File: config.mk
export PLATFORM = sky130hd
export DESIGN_NAME = pipe_hazard_ctrl_flat
export DESIGN_NICKNAME = d
export VERILOG_FILES = /design/src/rtl/pipe_hazard_ctrl_if.sv /design/src/rtl/pipe_hazard_ctrl.sv /design/src/flat_wrapper.sv
export SDC_FILE = /design/constraint.sdc
export NUM_CORES = 1
export LEC_CHECK = 0
export ABC_AREA = 0
export ABC_CLOCK_PERIOD_IN_PS = 3300
export BUFFER_PORTS_ARGS = -buffer_cell sky130_fd_sc_hd__buf_2
export CAP_MARGIN = 0
export CORE_MARGIN = 2
export CORE_UTILIZATION = 54
export CTS_CLUSTER_DIAMETER = 30
export DETAILED_ROUTE_END_ITERATION = 8
export PLACE_DENSITY = 0.86
export SYNTH_ARGS = -nofsm -noshare
export SYNTH_HDL_FRONTEND = slang
export SYNTH_SLANG_ARGS = --single-unit
export TNS_END_PERCENT = 1
File: constraint.sdc
create_clock -name clk -period 3.3 [get_ports clk]
set_input_delay 0.165 -clock clk [delete_from_list [all_inputs] [get_ports clk]]
set_output_delay 0.165 -clock clk [all_outputs]
set_load 0.01 [all_outputs]
File: src/rtl/pipe_hazard_ctrl_if.sv
// -----------------------------------------------------------------------------
// pipe_hazard_ctrl_if
// Groups the signals exchanged between the 5-stage pipeline datapath and the
// central hazard controller.
//   master : pipeline side. It drives the stage register indices, the hazard
//            qualifiers and mdu_done, and receives the controls.
//   slave  : hazard controller side (pipe_hazard_ctrl).
// Signal names keep the stage suffix (D/E/M/W) of the datapath they belong to.
// -----------------------------------------------------------------------------
interface pipe_hazard_ctrl_if;
    // ID-stage sources
    logic [4:0]  rs1D;
    logic [4:0]  rs2D;
    logic        rs1_useD;
    logic        rs2_useD;
    // EX-stage instruction
    logic [4:0]  rs1E;
    logic [4:0]  rs2E;
    logic [4:0]  rdE;
    logic        mem_readE;
    logic        mduE;
    logic        redirectE;
    // MEM / WB writers
    logic [4:0]  rdM;
    logic        reg_writeM;
    logic [4:0]  rdW;
    logic        reg_writeW;
    // MDU handshake
    logic        mdu_done;
    logic        mdu_start;
    logic        mdu_busy;
    // Pipeline register controls
    logic        enF;
    logic        enD;
    logic        clcD;
    logic        enE;
    logic        clcE;
    logic        enM;
    logic        clcM;
    // Forwarding selects
    logic [1:0]  fwdAE;
    logic [1:0]  fwdBE;
    // Debug counters
    logic [31:0] stall_cnt;
    logic [31:0] flush_cnt;

    modport master (
        output rs1D, rs2D, rs1_useD, rs2_useD,
        output rs1E, rs2E, rdE, mem_readE, mduE, redirectE,
        output rdM, reg_writeM, rdW, reg_writeW, mdu_done,
        input  enF, enD, clcD, enE, clcE, enM, clcM,
        input  fwdAE, fwdBE, mdu_start, mdu_busy, stall_cnt, flush_cnt
    );

    modport slave (
        input  rs1D, rs2D, rs1_useD, rs2_useD,
        input  rs1E, rs2E, rdE, mem_readE, mduE, redirectE,
        input  rdM, reg_writeM, rdW, reg_writeW, mdu_done,
        output enF, enD, clcD, enE, clcE, enM, clcM,
        output fwdAE, fwdBE, mdu_start, mdu_busy, stall_cnt, flush_cnt
    );
endinterface

File: src/rtl/pipe_hazard_ctrl.sv
// -----------------------------------------------------------------------------
// pipe_hazard_ctrl
// Central hazard controller for the 5-stage RV32 pipeline.
//   - Drives en/clc of the IF/ID, ID/EX and EX/MEM registers and the PC enable.
//     Priority from highest to lowest: MDU stall, EX redirect, load-use.
//   - Generates EX operand forwarding selects (00 regfile, 01 WB, 10 MEM).
//   - Sequences the multi-cycle MDU (IDLE/BUSY) with a one-cycle start pulse.
//   - Counts stall cycles (enF=0) and accepted redirects.
// Ports:
//   clk  : pipeline clock, posedge
//   rstn : synchronous active-low reset
//   hz   : pipe_hazard_ctrl_if.slave bundle (stage indices in, controls out)
// Controls and fwd selects are combinational from the inputs and the FSM state.
// The counters and the FSM state are registered.
// -----------------------------------------------------------------------------
module pipe_hazard_ctrl (
    input  logic               clk,
    input  logic               rstn,
    pipe_hazard_ctrl_if.slave  hz
);

    typedef enum logic [0:0] {
        ST_IDLE = 1'b0,
        ST_BUSY = 1'b1
    } state_t;

    state_t      r_state;
    state_t      w_state_nxt;
    logic        w_mdu_start;
    logic        w_mdu_stall;
    logic        w_load_use;
    logic        w_flush;
    logic        w_enF;
    logic        w_enD;
    logic        w_clcD;
    logic        w_enE;
    logic        w_clcE;
    logic        w_enM;
    logic        w_clcM;
    logic [1:0]  w_fwdA;
    logic [1:0]  w_fwdB;
    logic [31:0] r_stall_cnt;
    logic [31:0] r_flush_cnt;

    // MEM beats WB so the youngest producer is used. x0 is never forwarded.
    function automatic logic [1:0] fwd_sel(
        input logic [4:0] rs,
        input logic [4:0] rd_m,
        input logic       we_m,
        input logic [4:0] rd_w,
        input logic       we_w
    );
        logic [1:0] sel;
        if (we_m && (rd_m != 5'd0) && (rd_m == rs)) begin
            sel = 2'b10;
        end else if (we_w && (rd_w != 5'd0) && (rd_w == rs)) begin
            sel = 2'b01;
        end else begin
            sel = 2'b00;
        end
        return sel;
    endfunction

    // MDU FSM next-state, start pulse and stall request
    always_comb begin
        w_state_nxt = r_state;
        w_mdu_start = 1'b0;
        w_mdu_stall = 1'b0;
        case (r_state)
            ST_IDLE: begin
                // mdu_done is meaningless here and is deliberately ignored
                if (hz.mduE) begin
                    w_state_nxt = ST_BUSY;
                    w_mdu_start = 1'b1;
                    w_mdu_stall = 1'b1;
                end else begin
                    w_state_nxt = ST_IDLE;
                end
            end
            ST_BUSY: begin
                // The done cycle itself is not stalled, so the op leaves EX
                // at the edge that ends it
                if (hz.mdu_done) begin
                    w_state_nxt = ST_IDLE;
                end else begin
                    w_state_nxt = ST_BUSY;
                    w_mdu_stall = 1'b1;
                end
            end
            default: begin
                w_state_nxt = ST_IDLE;
            end
        endcase
    end

    // Load-use detection: the load result is not ready until after MEM
    always_comb begin
        w_load_use = 1'b0;
        if (hz.mem_readE && (hz.rdE != 5'd0)) begin
            w_load_use = (hz.rs1_useD && (hz.rdE == hz.rs1D)) ||
                         (hz.rs2_useD && (hz.rdE == hz.rs2D));
        end else begin
            w_load_use = 1'b0;
        end
    end

    // Prioritised pipeline register controls. clc is only raised with en
    always_comb begin
        w_enF   = 1'b1;
        w_enD   = 1'b1;
        w_clcD  = 1'b0;
        w_enE   = 1'b1;
        w_clcE  = 1'b0;
        w_enM   = 1'b1;
        w_clcM  = 1'b0;
        w_flush = 1'b0;
        if (!rstn) begin
            // Flush every stage while reset is held
            w_clcD = 1'b1;
            w_clcE = 1'b1;
            w_clcM = 1'b1;
        end else if (w_mdu_stall) begin
            // Freeze IF..EX and bubble MEM. Redirect/load-use wait for EX
            w_enF  = 1'b0;
            w_enD  = 1'b0;
            w_enE  = 1'b0;
            w_clcM = 1'b1;
        end else if (hz.redirectE) begin
            // Squash the wrong-path instructions in IF and ID
            w_clcD  = 1'b1;
            w_clcE  = 1'b1;
            w_flush = 1'b1;
        end else if (w_load_use) begin
            w_enF  = 1'b0;
            w_enD  = 1'b0;
            w_clcE = 1'b1;
        end else begin
            w_enF = 1'b1;
        end
    end

    // Forwarding selects, forced to the register file during reset
    always_comb begin
        w_fwdA = 2'b00;
        w_fwdB = 2'b00;
        if (rstn) begin
            w_fwdA = fwd_sel(hz.rs1E, hz.rdM, hz.reg_writeM, hz.rdW, hz.reg_writeW);
            w_fwdB = fwd_sel(hz.rs2E, hz.rdM, hz.reg_writeM, hz.rdW, hz.reg_writeW);
        end else begin
            w_fwdA = 2'b00;
            w_fwdB = 2'b00;
        end
    end

    // FSM state and debug counters. The counters wrap naturally at 2^32
    always_ff @(posedge clk) begin
        if (!rstn) begin
            r_state     <= ST_IDLE;
            r_stall_cnt <= 32'd0;
            r_flush_cnt <= 32'd0;
        end else begin
            r_state <= w_state_nxt;
            if (!w_enF) begin
                r_stall_cnt <= r_stall_cnt + 32'd1;
            end else begin
                r_stall_cnt <= r_stall_cnt;
            end
            if (w_flush) begin
                r_flush_cnt <= r_flush_cnt + 32'd1;
            end else begin
                r_flush_cnt <= r_flush_cnt;
            end
        end
    end

    assign hz.enF      = w_enF;
    assign hz.enD      = w_enD;
    assign hz.clcD     = w_clcD;
    assign hz.enE      = w_enE;
    assign hz.clcE     = w_clcE;
    assign hz.enM      = w_enM;
    assign hz.clcM     = w_clcM;
    assign hz.fwdAE    = w_fwdA;
    assign hz.fwdBE    = w_fwdB;
    assign hz.mdu_start = w_mdu_start & rstn;
    assign hz.mdu_busy  = (r_state == ST_BUSY);
    assign hz.stall_cnt = r_stall_cnt;
    assign hz.flush_cnt = r_flush_cnt;

endmodule

File: src/flat_wrapper.sv
// flat-port wrapper written by rule: the top's interface ports become plain ports
module pipe_hazard_ctrl_flat 
  (clk, rstn, hz_rs1D, hz_rs2D, hz_rs1_useD, hz_rs2_useD, hz_rs1E, hz_rs2E, hz_rdE, hz_mem_readE, hz_mduE, hz_redirectE, hz_rdM, hz_reg_writeM, hz_rdW, hz_reg_writeW, hz_mdu_done, hz_enF, hz_enD, hz_clcD, hz_enE, hz_clcE, hz_enM, hz_clcM, hz_fwdAE, hz_fwdBE, hz_mdu_start, hz_mdu_busy, hz_stall_cnt, hz_flush_cnt);
  pipe_hazard_ctrl_if hz_i ();
  input  logic clk;
  input  logic rstn;
  input wire logic [$bits(hz_i.rs1D)-1:0] hz_rs1D;
  input wire logic [$bits(hz_i.rs2D)-1:0] hz_rs2D;
  input wire logic [$bits(hz_i.rs1_useD)-1:0] hz_rs1_useD;
  input wire logic [$bits(hz_i.rs2_useD)-1:0] hz_rs2_useD;
  input wire logic [$bits(hz_i.rs1E)-1:0] hz_rs1E;
  input wire logic [$bits(hz_i.rs2E)-1:0] hz_rs2E;
  input wire logic [$bits(hz_i.rdE)-1:0] hz_rdE;
  input wire logic [$bits(hz_i.mem_readE)-1:0] hz_mem_readE;
  input wire logic [$bits(hz_i.mduE)-1:0] hz_mduE;
  input wire logic [$bits(hz_i.redirectE)-1:0] hz_redirectE;
  input wire logic [$bits(hz_i.rdM)-1:0] hz_rdM;
  input wire logic [$bits(hz_i.reg_writeM)-1:0] hz_reg_writeM;
  input wire logic [$bits(hz_i.rdW)-1:0] hz_rdW;
  input wire logic [$bits(hz_i.reg_writeW)-1:0] hz_reg_writeW;
  input wire logic [$bits(hz_i.mdu_done)-1:0] hz_mdu_done;
  output wire logic [$bits(hz_i.enF)-1:0] hz_enF;
  output wire logic [$bits(hz_i.enD)-1:0] hz_enD;
  output wire logic [$bits(hz_i.clcD)-1:0] hz_clcD;
  output wire logic [$bits(hz_i.enE)-1:0] hz_enE;
  output wire logic [$bits(hz_i.clcE)-1:0] hz_clcE;
  output wire logic [$bits(hz_i.enM)-1:0] hz_enM;
  output wire logic [$bits(hz_i.clcM)-1:0] hz_clcM;
  output wire logic [$bits(hz_i.fwdAE)-1:0] hz_fwdAE;
  output wire logic [$bits(hz_i.fwdBE)-1:0] hz_fwdBE;
  output wire logic [$bits(hz_i.mdu_start)-1:0] hz_mdu_start;
  output wire logic [$bits(hz_i.mdu_busy)-1:0] hz_mdu_busy;
  output wire logic [$bits(hz_i.stall_cnt)-1:0] hz_stall_cnt;
  output wire logic [$bits(hz_i.flush_cnt)-1:0] hz_flush_cnt;
  assign hz_i.rs1D = hz_rs1D;
  assign hz_i.rs2D = hz_rs2D;
  assign hz_i.rs1_useD = hz_rs1_useD;
  assign hz_i.rs2_useD = hz_rs2_useD;
  assign hz_i.rs1E = hz_rs1E;
  assign hz_i.rs2E = hz_rs2E;
  assign hz_i.rdE = hz_rdE;
  assign hz_i.mem_readE = hz_mem_readE;
  assign hz_i.mduE = hz_mduE;
  assign hz_i.redirectE = hz_redirectE;
  assign hz_i.rdM = hz_rdM;
  assign hz_i.reg_writeM = hz_reg_writeM;
  assign hz_i.rdW = hz_rdW;
  assign hz_i.reg_writeW = hz_reg_writeW;
  assign hz_i.mdu_done = hz_mdu_done;
  assign hz_enF = hz_i.enF;
  assign hz_enD = hz_i.enD;
  assign hz_clcD = hz_i.clcD;
  assign hz_enE = hz_i.enE;
  assign hz_clcE = hz_i.clcE;
  assign hz_enM = hz_i.enM;
  assign hz_clcM = hz_i.clcM;
  assign hz_fwdAE = hz_i.fwdAE;
  assign hz_fwdBE = hz_i.fwdBE;
  assign hz_mdu_start = hz_i.mdu_start;
  assign hz_mdu_busy = hz_i.mdu_busy;
  assign hz_stall_cnt = hz_i.stall_cnt;
  assign hz_flush_cnt = hz_i.flush_cnt;
  pipe_hazard_ctrl u_core (.clk(clk), .rstn(rstn), .hz(hz_i));
endmodule
Yosys cells after proc, flatten, opt, wreduce, memory -nomap -nowiden
Cells that the tools add are included.

Shifts and indexed selects: 0. Reductions and logical operators: 13. Order comparisons: 0. Add/subtract/negate cells: 2. Div/mod/pow operators: 0. $mul: 0. Multiplexer cells: 27. Bitwise gates (word level): 2. Equality and inequality tests: 6.

Operator list (number): 32-bit by 1-bit adder with 32-bit output (second input constant) (2); 5-bit == test (6); 1-bit 2-to-1 mux (22); 5-bit nonzero test (3); 1-bit logical AND (9); 2-bit 2-to-1 mux (4); 1-bit one-hot mux with 2 select lines (1); 1-bit bitwise AND (1); 1-bit logical OR (1); 1-bit NOT (1).

Logic and storage cells: 53. Input port bits: 45. Bits in latches: 0. Register bits after elaboration: 65. Memory bits (read-only): 0. RAM bits: 0. Memories kept: 0.

Longest topological paths before layout
Depth after elaboration: 8. Mapped depth: 8. Depth with buffers taken out: 6.

Worst setup path before layout
No wires, ideal clock.

Path kind: register to register. Start point: reg u_core.r_stall_cnt[3], in the netlist u_core.hz.stall_cnt[3]. End point: reg u_core.r_stall_cnt[17], in the netlist u_core.hz.stall_cnt[17]. Data arrival time: 1796 ps. Clock period less this slack: 1867 ps. Slack: 1433 ps. Stages on the path, launching flop included: 8. Cells stage by stage: dfxtp_1 -> and4_4 -> and4_1 -> buf_4 -> and4_4 -> nand2_1 -> or4_1 -> a21oi_1.

Longest elaborated chain between the ends: 1.

Ends and longest elaborated chain: start, declared (line pipe_hazard_ctrl.sv:42) `logic [31:0] r_stall_cnt;`; start signal, assigned (line pipe_hazard_ctrl.sv:164) `r_stall_cnt <= r_stall_cnt + 32'd1;`; start signal, assigned (line pipe_hazard_ctrl.sv:166) `r_stall_cnt <= r_stall_cnt;`; 32-bit by 1-bit adder with 32-bit output (line pipe_hazard_ctrl.sv:164).

No other way between the ends. A chain may end at the register's enable or synchronous reset.

Final worst setup path
Same ends and word-level chain as after synthesis.

==> out/qor.csv <==
stage,metric,value,unit
synth,"top cells by area, synth","dfxtp_1 (37%), xnor2_1 (6.7%), xor2_1 (6.2%), or3_1 (5.5%), a21oi_1 (5.2%)",
hold_path,Hold Path Origin,hz_redirectE,
synth,"Seq/Total Area, Yosys",36.59,%
global_route,total track usage,23.95,%
die,die area,7251,sq um
clock_tree,clk_lat worst skew,330,ps
worst_setup_path,Critical Path RT,3560,ps
synth,cells after synthesis,429,
clock_tree,Root Buffer,clkbuf_8,
clock_tree,Post-CTS Hold Fix Bufs,0,
routing,Detailed Routing Iterations Pass 1,4,
worst_setup_path,CP Launch Type,flip-flop,
worst_setup_path,WP data arrival,2510,ps
routing,per-cell routed wire length,13.97,um
routing,via density per instance,5.680,
worst_setup_path,worst r2r path cells,6,
placement,dpl hpwl,6271,um
sta,Fmax,444.4,MHz
cells_and_area,Seq. cell area,1301,sq um
cells_and_area,# diodes,0,
global_route,initial antenna violation count,0,
sta,Setup Skew,6.888,ps
cells_and_area,post-route cell area,4290,sq um
sta,final setup TNS,0,ps
routing,DRC Markers,0,
worst_setup_path,CP most frequent cell,and4_4,
synth,mean cell area of the mapped netlist,8.289,sq um
worst_setup_path,worst reg2reg startpoint,u_core.hz.stall_cnt[3]$_SDFFE_PN0N_,
worst_setup_path,Worst Path Max Fanout,15,
synth,Mapped Area,3556,sq um
clock_tree,H-Tree Depth,3,
sta,Final period util,68.19,%
synth,Synthesized Nets,476,
global_route,global-route wire length before repair,14550,um
synth,Synth top area share,36.59,%
die,Core Region,6350,sq um
clock_tree,clk sinks,65,
worst_setup_path,crit-path cells,and4_4 > and4_1 > and4_4 > nand2_1 > or4_1 > a21oi_1,
placement,GPL Wtd Cong,0.8659,
die,Initial Utilization,56.00,%
routing,final wirelength,8645,um
synth,asr flop ratio synth,0,%
routing,DRT iter0 DRCs,186,
run_status,outcome,finished clean,
placement,"Cell Area, Placed",4128,sq um
cells_and_area,synthesis-to-finish area growth,20.65,%
sta,Final min period,2250,ps
cells_and_area,area of the multi-input gates,2092,sq um
clock_tree,clock-pin slew on the worst setup and hold paths,60,ps
routing,post-route ant nets,0,
global_route,vias in the first global route,3232,
worst_setup_path,"slowest stage delay, CP",540,ps
placement,# port buffers,120,
sta,Max Slew Vio Count,0,
worst_setup_path,Setup crit end kind,flip-flop,
flow_run,max_cap viols,0,
synth,post-synthesis register bit count,65,
sta,final count of hold timing violations,0,
power,Pwr Density,361.7,nW/um^2
synth,Synth area leader,dfxtp_1,
clock_tree,Longest Clk Path Bufs,2,
hold_path,HP Class,primary input to flip-flop,
clock_tree,# resized after CTS,0,
worst_setup_path,crit path launch,u_core.hz.stall_cnt[3]$_SDFFE_PN0N_,
routing,Vias,3516,
die,Core Rows,29,
sta,RSZ-0062 raised after global routing,no,
global_route,Congestion Overflow GR,0,
global_route,largest net degree at the start of global routing,63,
hold_path,hold path cells,3,
worst_setup_path,Setup CP Type,flip-flop to flip-flop,
cells_and_area,ratio of cells with drive above 1 in the final layout,25.65,%
cells_and_area,fill count,532,
power,P_leak,1.768,nW
clock_tree,Post-CTS Setup Repair Bufs,0,
sta,slew margin rel.,33.30,%
worst_setup_path,reg2reg end,u_core.hz.stall_cnt[17]$_SDFFE_PN0N_,
worst_setup_path,Reg2Reg Setup Slack,1050,ps
power,peak supply drop,0.2511,mV
clock_tree,CTS tree,built,
synth,Yosys warnings,0,
clock_tree,CTS Buf Count,9,
worst_setup_path,Crit-path slowest cell,and4_1,
die,Ports,122,
worst_setup_path,Worst setup endpoint,u_core.hz.stall_cnt[17]$_SDFFE_PN0N_,
synth,Post-synth EDFFs,0,
die,Die H,85.15,um
die,die width,85.15,um
sta,Worst Tran Pin Value,999.0,ps
synth,Yosys cell types,41,
sta,Final setup viols,0,
synth,top_reg_cell synth,dfxtp_1,
cells_and_area,Finished Core Util,67.57,%
cells_and_area,Final #Nets,586,
[synth_stat cells, types with 2 or more instances]
master,instances
clkbuf_1,12
nand2b_1,5
mux2i_1,3
inv_1,7
or4_1,12
xor2_1,25
nor4_1,5
nand4_1,22
buf_4,4
nand3_1,24
and4_4,2
dfxtp_1,65
nor2_1,28
xnor2_1,27
o31ai_1,8
nor3_1,3
nand2_1,25
and2_1,11
o21ai_0,31
and3_1,11
or3_1,31
buf_6,3
and4_1,9
a21oi_1,37
ha_1,2
o211ai_1,2
[flip-flops by register name, indices dropped and copies added (netlist names)]
signal / cells
u_core.hz.flush_cnt: 32
u_core.hz.mdu_busy: 1
u_core.hz.stall_cnt: 32
[critical path, delay by kind of cell, from the launching register on]
kind	cells	cell delay (ps)
compound gates	1	140
flops	1	410
simple gates	5	1610
[through the flow]
step	worst slack [ps]	std cells	hold slack [ps]	power (mW)
2_1_floorplan	1433	429	316.9	0.9202
3_3_place_gp	1168	605	453.8	0.9716
3_5_place_dp	1063	605	484.5	0.9772
4_1_cts	1061	619	175.0	1.557
5_1_grt	885.0	619	231.4	1.611
6_report	1050	619	182.4	1.552
[cell usage in the layout, fill, tap and decap left out, types with 2 or more instances in the layout]
cell type	netlist	final
nand3_1	24	24
nor4_1	5	5
o211ai_1	2	2
and3_1	11	11
or3_1	31	31
dfxtp_1	65	65
o31ai_1	8	8
and4_4	2	2
xnor2_1	27	27
inv_1	7	7
ha_1	2	2
nor2_1	28	28
nor3_1	3	3
or4_1	12	12
nand2b_1	5	5
and2_1	11	11
and4_1	9	9
nand4_1	22	22
nand2_1	25	25
clkbuf_1	12	3
mux2i_1	3	3
a21oi_1	37	37
buf_2	0	120
clkbuf_8	0	11
xor2_1	25	25
o21ai_0	31	31
[metal layers]
layer / up-vias / global-route usage [%] / part of all wire, %
met5: - / 0 / 0
met4: 0 / 7.504 / 1.0
met3: 7 / 4.377 / 5.7
met2: 97 / 40.98 / 49
met1: 1645 / 30.61 / 44
li1: 1767 / - / -
[where the power goes]
part / internal [mW] / switching, mW
clock network: 0.307 / 0.285
logic: 0.0652 / 0.0954
registers: 0.791 / 0.00786
total: 1.16 / 0.389
[how the worst min path moves through the flow]
stage	end
2_1_floorplan	u_core.hz.flush_cnt[30]$_SDFFE_PN0P_
6_report	u_core.hz.flush_cnt[1]$_SDFFE_PN0P_
4_1_cts	u_core.hz.flush_cnt[1]$_SDFFE_PN0P_
5_1_grt	u_core.hz.flush_cnt[1]$_SDFFE_PN0P_
3_5_place_dp	u_core.hz.flush_cnt[31]$_SDFFE_PN0P_
3_3_place_gp	u_core.hz.flush_cnt[31]$_SDFFE_PN0P_
[area by class of cell]
class / instances / share of cell area (%)
Inverter: 8 / 0.6999
Multi-Input combinational cell: 334 / 48.76
Clock buffer: 14 / 3.791
Timing Repair Buffer: 121 / 14.17
Tap cell: 77 / 2.246
Sequential cell: 65 / 30.33
[cell families (layout without fill, tap and decap cells)]
family	after synthesis	in the layout	synth area share [%]
mux	3	3	0.8445
buf+inv	30	143	4.574
other cells	1	1	0.1055
fa+ha+maj	2	2	0.7036
simple gates	192	192	31.07
compound gates	84	84	13.30
xor+xnor	52	52	12.81
flops	65	65	36.59
Power figures use the tool's default switching activity.
